==> config.mk <==
export PLATFORM = sky130hd
export DESIGN_NAME = rom_streamer
export DESIGN_NICKNAME = d
export VERILOG_FILES = /design/src/rtl/rom_streamer_pkg.sv /design/src/rtl/stream_fifo2.sv /design/src/rtl/rom_streamer.sv
export SDC_FILE = /design/constraint.sdc
export NUM_CORES = 1
export LEC_CHECK = 0
export CORE_ASPECT_RATIO = 0.6
export CORE_MARGIN = 10
export CORE_UTILIZATION = 30
export CTS_CLUSTER_SIZE = 28
export DETAILED_ROUTE_END_ITERATION = 8
export GPL_TIMING_DRIVEN = 1
export PLACE_DENSITY = 0.6
export SYNTH_ARGS = -nofsm -noshare
export SYNTH_HDL_FRONTEND = slang
export SYNTH_SLANG_ARGS = --single-unit
export TNS_END_PERCENT = 1
==> constraint.sdc <==
create_clock -name clk_i -period 5.1 [get_ports clk_i]
set_clock_uncertainty 0.15 [all_clocks]
set_input_delay 1.53 -clock clk_i [delete_from_list [all_inputs] [get_ports clk_i]]
set_output_delay 1.53 -clock clk_i [all_outputs]
set_load 0.01 [all_outputs]
==> src/rtl/rom_streamer_pkg.sv <==
// rom_streamer_pkg: shared FSM state type and FIFO depth
// for the ROM burst streamer and its output FIFO.
package rom_streamer_pkg;

   typedef enum logic [1:0] {
      ST_IDLE  = 2'd0,
      ST_RUN   = 2'd1,
      ST_DRAIN = 2'd2
   } state_t;

   localparam int FIFO_DEPTH = 2;

endpackage

==> src/rtl/stream_fifo2.sv <==
// stream_fifo2: 2-entry FIFO holding data+last, head is registered.
// Ports: i_clk, i_rst (sync, high), i_push/i_data/i_last, i_pop,
// o_count (0..2), o_data/o_last (current head entry).
module stream_fifo2
   import rom_streamer_pkg::*;
#(
   parameter int W = 8
) (
   input  logic         i_clk,
   input  logic         i_rst,
   input  logic         i_push,
   input  logic [W-1:0] i_data,
   input  logic         i_last,
   input  logic         i_pop,
   output logic [1:0]   o_count,
   output logic [W-1:0] o_data,
   output logic         o_last
);

   logic [W-1:0] r_data [FIFO_DEPTH];
   logic [1:0]   r_last;
   logic         r_wp;
   logic         r_rp;
   logic [1:0]   r_count;

   always_ff @(posedge i_clk) begin
      if (i_rst) begin
         r_data[0] <= '0;
         r_data[1] <= '0;
         r_last    <= '0;
         r_wp      <= 1'b0;
         r_rp      <= 1'b0;
         r_count   <= '0;
      end else begin
         if (i_push) begin
            r_data[r_wp] <= i_data;
            r_last[r_wp] <= i_last;
            r_wp         <= ~r_wp;
         end
         if (i_pop) begin
            r_rp <= ~r_rp;
         end
         r_count <= r_count + {1'b0, i_push} - {1'b0, i_pop};
      end
   end

   assign o_count = r_count;
   assign o_data  = r_data[r_rp];
   assign o_last  = r_last[r_rp];

endmodule

==> src/rtl/rom_streamer.sv <==
// rom_streamer: reads len words from a 1-cycle-latency ROM starting at
// base (address wraps) and streams them out with valid/ready/last.
// Ports: clk_i, rst_i (sync, high), start_i/base_addr_i/len_i request,
// busy_o/done_o status, rom_addr_o/rom_data_i ROM port,
// m_data_o/m_valid_o/m_ready_i/m_last_o stream.
// Macro ROM_STREAMER_PARITY_EN adds m_parity_o = XOR of m_data_o.
module rom_streamer
   import rom_streamer_pkg::*;
#(
   parameter int DATA_WIDTH = 8,
   parameter int ADDR_WIDTH = 8
) (
   input  logic                  clk_i,
   input  logic                  rst_i,
   input  logic                  start_i,
   input  logic [ADDR_WIDTH-1:0] base_addr_i,
   input  logic [ADDR_WIDTH:0]   len_i,
   output logic                  busy_o,
   output logic                  done_o,
   output logic [ADDR_WIDTH-1:0] rom_addr_o,
   input  logic [DATA_WIDTH-1:0] rom_data_i,
   output logic [DATA_WIDTH-1:0] m_data_o,
   output logic                  m_valid_o,
   input  logic                  m_ready_i,
   output logic                  m_last_o
`ifdef ROM_STREAMER_PARITY_EN
   ,
   output logic                  m_parity_o
`endif
);

   state_t                r_state;
   state_t                w_state_nxt;
   logic [ADDR_WIDTH-1:0] r_addr;
   logic [ADDR_WIDTH:0]   r_len;
   logic [ADDR_WIDTH:0]   r_issued;
   logic                  r_infl;
   logic                  r_infl_last;
   logic                  r_done;

   logic [ADDR_WIDTH:0]   w_issued_inc;
   logic [1:0]            w_count;
   logic [DATA_WIDTH-1:0] w_head_data;
   logic                  w_head_last;
   logic                  w_pop;
   logic [2:0]            w_occ;
   logic                  w_issue;
   logic                  w_last_issue;
   logic                  w_accept;
   logic                  w_zero_req;
   logic                  w_last_beat;

   assign w_issued_inc = r_issued + {{ADDR_WIDTH{1'b0}}, 1'b1};
   assign m_valid_o    = (w_count != 2'd0);
   assign m_data_o     = w_head_data;
   // the head's last flag may be stale once the FIFO empties
   assign m_last_o     = m_valid_o & w_head_last;
   assign w_pop        = m_valid_o & m_ready_i;

   // slots already committed after this cycle's pop; a new read
   // is only issued if its data is guaranteed a FIFO slot
   assign w_occ = {1'b0, w_count} + {2'b0, r_infl} - {2'b0, w_pop};

   assign w_issue = (r_state == ST_RUN)
                  && (r_issued < r_len)
                  && (int'(w_occ) < FIFO_DEPTH);
   assign w_last_issue = w_issue && (w_issued_inc == r_len);

   assign w_accept    = (r_state == ST_IDLE) && start_i && (len_i != '0);
   assign w_zero_req  = (r_state == ST_IDLE) && start_i && (len_i == '0);
   assign w_last_beat = w_pop && m_last_o;

   always_ff @(posedge clk_i) begin
      if (rst_i) begin
         r_state <= ST_IDLE;
      end else begin
         r_state <= w_state_nxt;
      end
   end

   always_comb begin
      w_state_nxt = r_state;
      busy_o      = 1'b0;
      unique case (r_state)
         ST_IDLE: begin
            if (w_accept) begin
               w_state_nxt = ST_RUN;
            end
         end
         ST_RUN: begin
            busy_o = 1'b1;
            if (w_last_issue) begin
               w_state_nxt = ST_DRAIN;
            end
         end
         ST_DRAIN: begin
            busy_o = 1'b1;
            if (w_last_beat) begin
               w_state_nxt = ST_IDLE;
            end
         end
         default: begin
            w_state_nxt = ST_IDLE;
         end
      endcase
   end

   // r_infl marks that rom_data_i this cycle answers a real read;
   // clearing it on reset drops data from an aborted burst
   always_ff @(posedge clk_i) begin
      if (rst_i) begin
         r_addr      <= '0;
         r_len       <= '0;
         r_issued    <= '0;
         r_infl      <= 1'b0;
         r_infl_last <= 1'b0;
         r_done      <= 1'b0;
      end else begin
         r_infl      <= w_issue;
         r_infl_last <= w_last_issue;
         r_done      <= w_zero_req | ((r_state == ST_DRAIN) & w_last_beat);
         if (w_accept) begin
            r_addr   <= base_addr_i;
            r_len    <= len_i;
            r_issued <= '0;
         end else if (w_issue) begin
            r_addr   <= r_addr + {{(ADDR_WIDTH-1){1'b0}}, 1'b1};
            r_issued <= w_issued_inc;
         end
      end
   end

   assign rom_addr_o = r_addr;
   assign done_o     = r_done;

   stream_fifo2 #(
      .W(DATA_WIDTH)
   ) u_fifo (
      .i_clk   (clk_i),
      .i_rst   (rst_i),
      .i_push  (r_infl),
      .i_data  (rom_data_i),
      .i_last  (r_infl_last),
      .i_pop   (w_pop),
      .o_count (w_count),
      .o_data  (w_head_data),
      .o_last  (w_head_last)
   );

`ifdef ROM_STREAMER_PARITY_EN
   assign m_parity_o = ^m_data_o;
`else
   // no parity output in this build
`endif

endmodule

; ---- Yosys cells after proc, flatten, opt, wreduce, memory -nomap -nowiden
; Memory sizes are Yosys's and may differ from the RTL's. A register that Yosys moved wholly into a read port is not among the register bits.
; Index checks and enable logic that the tools add are counted.
[word_totals]
elab_cells = 74
out_inout_bits = 20
latch_bits = 0
reg_bits = 37
rom_bits = 0
input_bits = 29
memories = 1
ramBits = 16
[op_classes]
shifts = 0
bitwise_logic = 6
reduce_logical = 17
n_mul = 0
muxes = 22
addsub = 6
order_cmp = 5
n_eq_ne = 6
div = 0
[mem_list]
columns = name, depth, word_bits, read_ports, rd_clocked_by_memory_dff, write_ports, line
row1 = u_fifo.r_data, 2, 8, 1, 1, 2, stream_fifo2.sv:20  ; logic [W-1:0] r_data [FIFO_DEPTH];
[ops]
columns = op, count
row1 = 8-bit 2-to-1 mux, 3
row2 = 1-bit 2-to-1 mux, 13
row3 = 9-bit by 1-bit adder with 9-bit output (second input constant), 1
row4 = 9-bit == test, 1
row5 = 9-bit logical NOT, 1
row6 = 9-bit less-than comparator, 1
row7 = 9-bit nonzero test, 1
row8 = 8-bit by 1-bit adder with 8-bit output (second input constant), 1
row9 = 1-bit logical AND, 8
row10 = 8-bit OR reduction, 1
row11 = 2-bit 2-to-1 mux, 3
row12 = 2-bit != test (second input constant), 3
row13 = 2-bit one-hot mux with 3 select lines, 1
row14 = 1-bit by 2-bit less-than comparator with 1-bit output (second input constant), 2
row15 = 2-bit nonzero test, 2
row16 = 2-bit OR reduction, 2
row17 = 2-bit by 1-bit adder with 3-bit output, 1
row18 = 1-bit bitwise AND, 3
row19 = 3-bit by 2-bit less-than comparator with 1-bit output (second input constant), 1
row20 = 3-bit AND reduction, 1
row21 = 3-bit by 1-bit subtractor with 3-bit output, 1
row22 = 2-bit by 1-bit adder with 2-bit output, 1
row23 = 2-bit bitwise mux, 1
row24 = 2-bit by 1-bit == test with 1-bit output (second input constant), 1
row25 = 7 further kinds, 8

; ---- Depth between registers and ports, before layout
[depth]
word_depth = 8
depth_mapped = 16
mapped_depth_nobuf = 15

; ---- By module
; Synthesis repeated with hierarchy kept, for this count alone.
[unflattened]
cells_unflattened = 309
area_unflattened_um2 = 2932.8
[modules_own_cells]
columns = mod, area_per_inst_um2, seq_area_each_um2, cells_per_inst, n_inst
row1 = rom_streamer, 1925.6, 620.6, 228, 1
row2 = stream_fifo2, 1007.2, 620.6, 81, 1

; ---- Worst setup path after synthesis
; Ideal clock, no wire load.
[synth_timing]
kind = in2reg
startpoint = input port m_ready_i
endpoint = register r_addr[4], in the netlist rom_addr_o[4]
path_slack_ns = 0.841
setup_ns = 0.079
required_ns = 4.871
t_arrival_ns = 4.030
stages = 14
path_buffers = 1
path_cell_list = nand2_1 -> inv_1 -> ha_1 -> inv_1 -> ha_1 -> fa_1 -> xnor2_1 -> or3_4 -> a211oi_4 -> and2_4 -> buf_8 -> nand4_1 -> xor2_1 -> a211oi_2
[synth_between]
elab_chain_len = 5
[synth_lines]
columns = item, line
row1 = "start, declared", rom_streamer.sv:24  ; input logic m_ready_i,
row2 = 1-bit bitwise AND, rom_streamer.sv:58  ; assign w_pop = m_valid_o & m_ready_i;
row3 = net u_fifo.i_pop, stream_fifo2.sv:14  ; input logic i_pop,
row4 = 3-bit by 1-bit subtractor with 3-bit output, rom_streamer.sv:62  ; assign w_occ = {1'b0, w_count} + {2'b0, r_infl} - {2'b0, w_pop};
row5 = 3-bit by 2-bit less-than comparator with 1-bit output, rom_streamer.sv:66  ; && (int'(w_occ) < FIFO_DEPTH);
row6 = 1-bit logical AND, rom_streamer.sv:66
row7 = 2-bit nonzero test (no source line), n/a
row8 = "end signal, assigned", rom_streamer.sv:123  ; r_addr <= base_addr_i;
row9 = "end signal, assigned", rom_streamer.sv:127  ; r_addr <= r_addr + {{(ADDR_WIDTH-1){1'b0}}, 1'b1};
row10 = "end, declared", rom_streamer.sv:34  ; logic [ADDR_WIDTH-1:0] r_addr;
; The timed path passes the listed nets, and every way through them passes these cells.
; A chain may end at the register's enable or synchronous reset.

; ---- Worst setup path after layout
; Same ends and word-level chain as after synthesis.

==> run_results.csv <==
group,metric,value,unit
clock_network,cts-resized-gates,0,
sta,fin_crit,4520,ps
floorplanning,core,0.00932,mm2
final_layout,finalNonFillerCells,487,
grt,grt_pass1_vias,2230,
sta,drv_slew,0,
flow_run,cap_violations,0,
critical_path,path_class,"input pin to flop",
floorplanning,dieHeight,96.5,um
floorplanning,ioPinCount,49,
sta,worst_slew_pin_slew,1030,ps
yosys,synth_seq_area_share,42.4,%
routing,first_pass_iters,4,
floorplanning,num_rows,27,
clock_network,clock_sinks,54,
clock_network,cts_made_buffers,5,
clock_network,cts_setup_buffers,0,
clock_network,clk_root_buffer_cell,"clkbuf_16",
sta,rsz0062_at_grt,"false",
floorplanning,die_w,148,um
critical_path,cp-start-kind,"input pin",
critical_path,critPathRequiredTime,5150,ps
final_layout,num-fill-cells,964,
clock_network,clk_pin_slew,70,ps
routing,viasPerCell,4.74,
routing,wl_per_cell,14.7,um
routing,drtAntennaViolNets,0,
yosys,synth_edf_count,16,
hold_path,min_delay_path_depth,2,
yosys,ys_ff_latch,54,
placement,dp.cells,479,
critical_path,cp.arrival,4580,ps
final_layout,drive_above_1_share,7.28,%
yosys,synthCells,312,
critical_path,crit_path_max_fanout,11,
sta,setup_tns,0,ps
yosys,synth_nets,358,
final_layout,mostFrequentLayoutCells,"clkdlybuf4s50_1, dfxtp_1, nor2_1, nand2_1, inv_1",
final_layout,fin_nets,402,
yosys,syn_area,0.00293,mm2
final_layout,antenna_cells,0,
grt,grt_use_total,10.2,%
routing,drc_errors,0,
yosys,synth_area_per_cell,9.38,um2
sta,max_slew_margin,31.4,%
sta,setup_viol,0,
critical_path,crit_path_end_kind,"flop",
sta,timing.fmax,0.221,GHz
clock_network,cts_tree,"yes",
power,ir_worst_vdd,147,uV
final_layout,syn2layout_area_growth,25.8,%
grt,overflow,0,
hold_path,hp-class,"flop to flop",
hold_path,hp-start,"r_len[0]",
clock_network,cts_max_level,2,
placement,dp_hpwl,5520,um
final_layout,fin_area,0.00368,mm2
grt,grt_first_pass_wirelength,11800,um
yosys,synth.distinct_cells,49,
grt,grt_antenna_before_repair,0,
critical_path,reg2reg_depth,15,
clock_network,clock_latency,290,ps
routing,first_iter_violations,147,
placement,gp_congestion,0.823,
outcome,status,"complete, no violations",
critical_path,r2r-start,"u_fifo.o_count[1]",
critical_path,r2r_slack,1670,ps
power,powerDensity,351,mW/mm2
routing,wl,7180,um
sta,finalCritPeriodShare,88.7,%
routing,vias,2309,
floorplanning,start_util,31.4,%
clock_network,clockBufferDepth,2,
grt,grt_max_degree,20,
yosys,synthArstFlopShare,0,%
yosys,synth_ff_type,"dfxtp_1",
clock_network,hold_buffers,0,
final_layout,utilization,39.5,%
power,leakagePower,0.00137,uW
critical_path,reg2reg_to,"rom_addr_o[4]",
yosys,yosysWarnings,0,
sta,finalHoldViolCount,0,
placement,place_area,0.00352,mm2
placement,port_buffers,48,
floorplanning,die_area,0.0142,mm2
hold_path,holdPathEnd,"r_len[0]",
final_layout,final_common_cell,"clkdlybuf4s50_1",
cell type report:
cell class,count,area [um2],share of cell area (%)
clock inverter,1,30.0,0.815
inverter,21,78.8,2.14
tap,130,163,4.42
multi-input combinational,224,1540,41.9
timing repair buffer,50,495,13.5
clock buffer,7,133,3.60
sequential,54,1240,33.7
synth_stat cells (2+ instances only):
cell	count	area (um2)
nand2_1	29	109
a21o_1	3	22.5
a32oi_1	3	26.3
buf_2	4	20.0
a21oi_1	16	80.1
inv_1	21	78.8
clkbuf_1	8	30.0
nor3_1	4	20.0
nor4_1	2	12.5
ha_1	16	200
nand4_1	8	50.1
nor2_1	34	128
edfxtp_1	16	480
xor2_1	13	114
dfxtp_1	38	761
nor3b_1	3	22.5
nand3_1	8	40.0
and3_1	4	25.0
a211oi_1	6	45.0
nor2b_1	3	18.8
mux2_2	8	90.1
o21ai_0	7	35.0
nand2b_1	3	18.8
and2_1	16	100
o2111ai_1	2	17.5
a211oi_2	2	25.0
xnor2_1	13	114
report_power, final:
part / switching (uW) / internal [uW] / total (uW)
clock: 152 / 233 / 384
combinational: 180 / 196 / 376
sequential: 46.0 / 486 / 532
flip-flops by register name (all words and copies together), names as in the netlist, named ones only:
register        cells
u_fifo.r_rp         1
r_infl_last         1
done_o              1
r_issued            9
r_len               9
u_fifo.r_data      16
rom_addr_o          8
u_fifo.o_count      2
r_infl              1
u_fifo.r_last       2
u_fifo.r_wp         1
r_state             2
per-stage QoR:
step                hold slack (ps)  setup WS [ps]  power [uW]
floorplan                       275            841         779
global placement                299            339         914
detailed placement              312            274         920
CTS                             324            567        1310
global route                    345            350        1360
finish                          318            578        1290
worst max-delay path by stage:
stage | startpoint | end | slack, ps
6_report | m_ready_i | rom_addr_o[4] | 580
3_5_place_dp | m_ready_i | rom_addr_o[4] | 270
2_1_floorplan | m_ready_i | rom_addr_o[4] | 840
5_1_grt | m_ready_i | rom_addr_o[5] | 350
4_1_cts | m_ready_i | rom_addr_o[4] | 570
3_3_place_gp | m_ready_i | rom_addr_o[3] | 340
critical path, cell delays in order:
cell             delay, ps
clkdlybuf4s50_1        400
nand2_1                150
inv_1                   60
ha_1                   270
inv_1                   40
ha_1                   180
fa_1                   370
xnor2_1                130
or3_4                  340
a211oi_4               310
and2_4                 290
nand4_1                130
xor2_1                 170
a211oi_2               200
layer usage:
layer  vias to the layer above  track usage, %  part of all wire (%)
li1                       1166               -                     -
met1                      1081            14.0                    52
met2                        53            15.3                    43
met3                         9            2.51                   3.8
met4                         0            3.45                   1.5
met5                         -               0                     0
cells by family after synthesis:
family | after synthesis | synth area share, %
AND/OR/NAND/NOR | 122 | 21.8
flip-flops | 54 | 42.4
AO/OA/AOI/OAI | 50 | 12.2
buffers and inverters | 34 | 4.92
XOR/XNOR | 26 | 7.78
adder cells (fa/ha/maj) | 17 | 7.52
multiplexers | 9 | 3.42
Note: power is estimated with default switching activity, not from simulation.
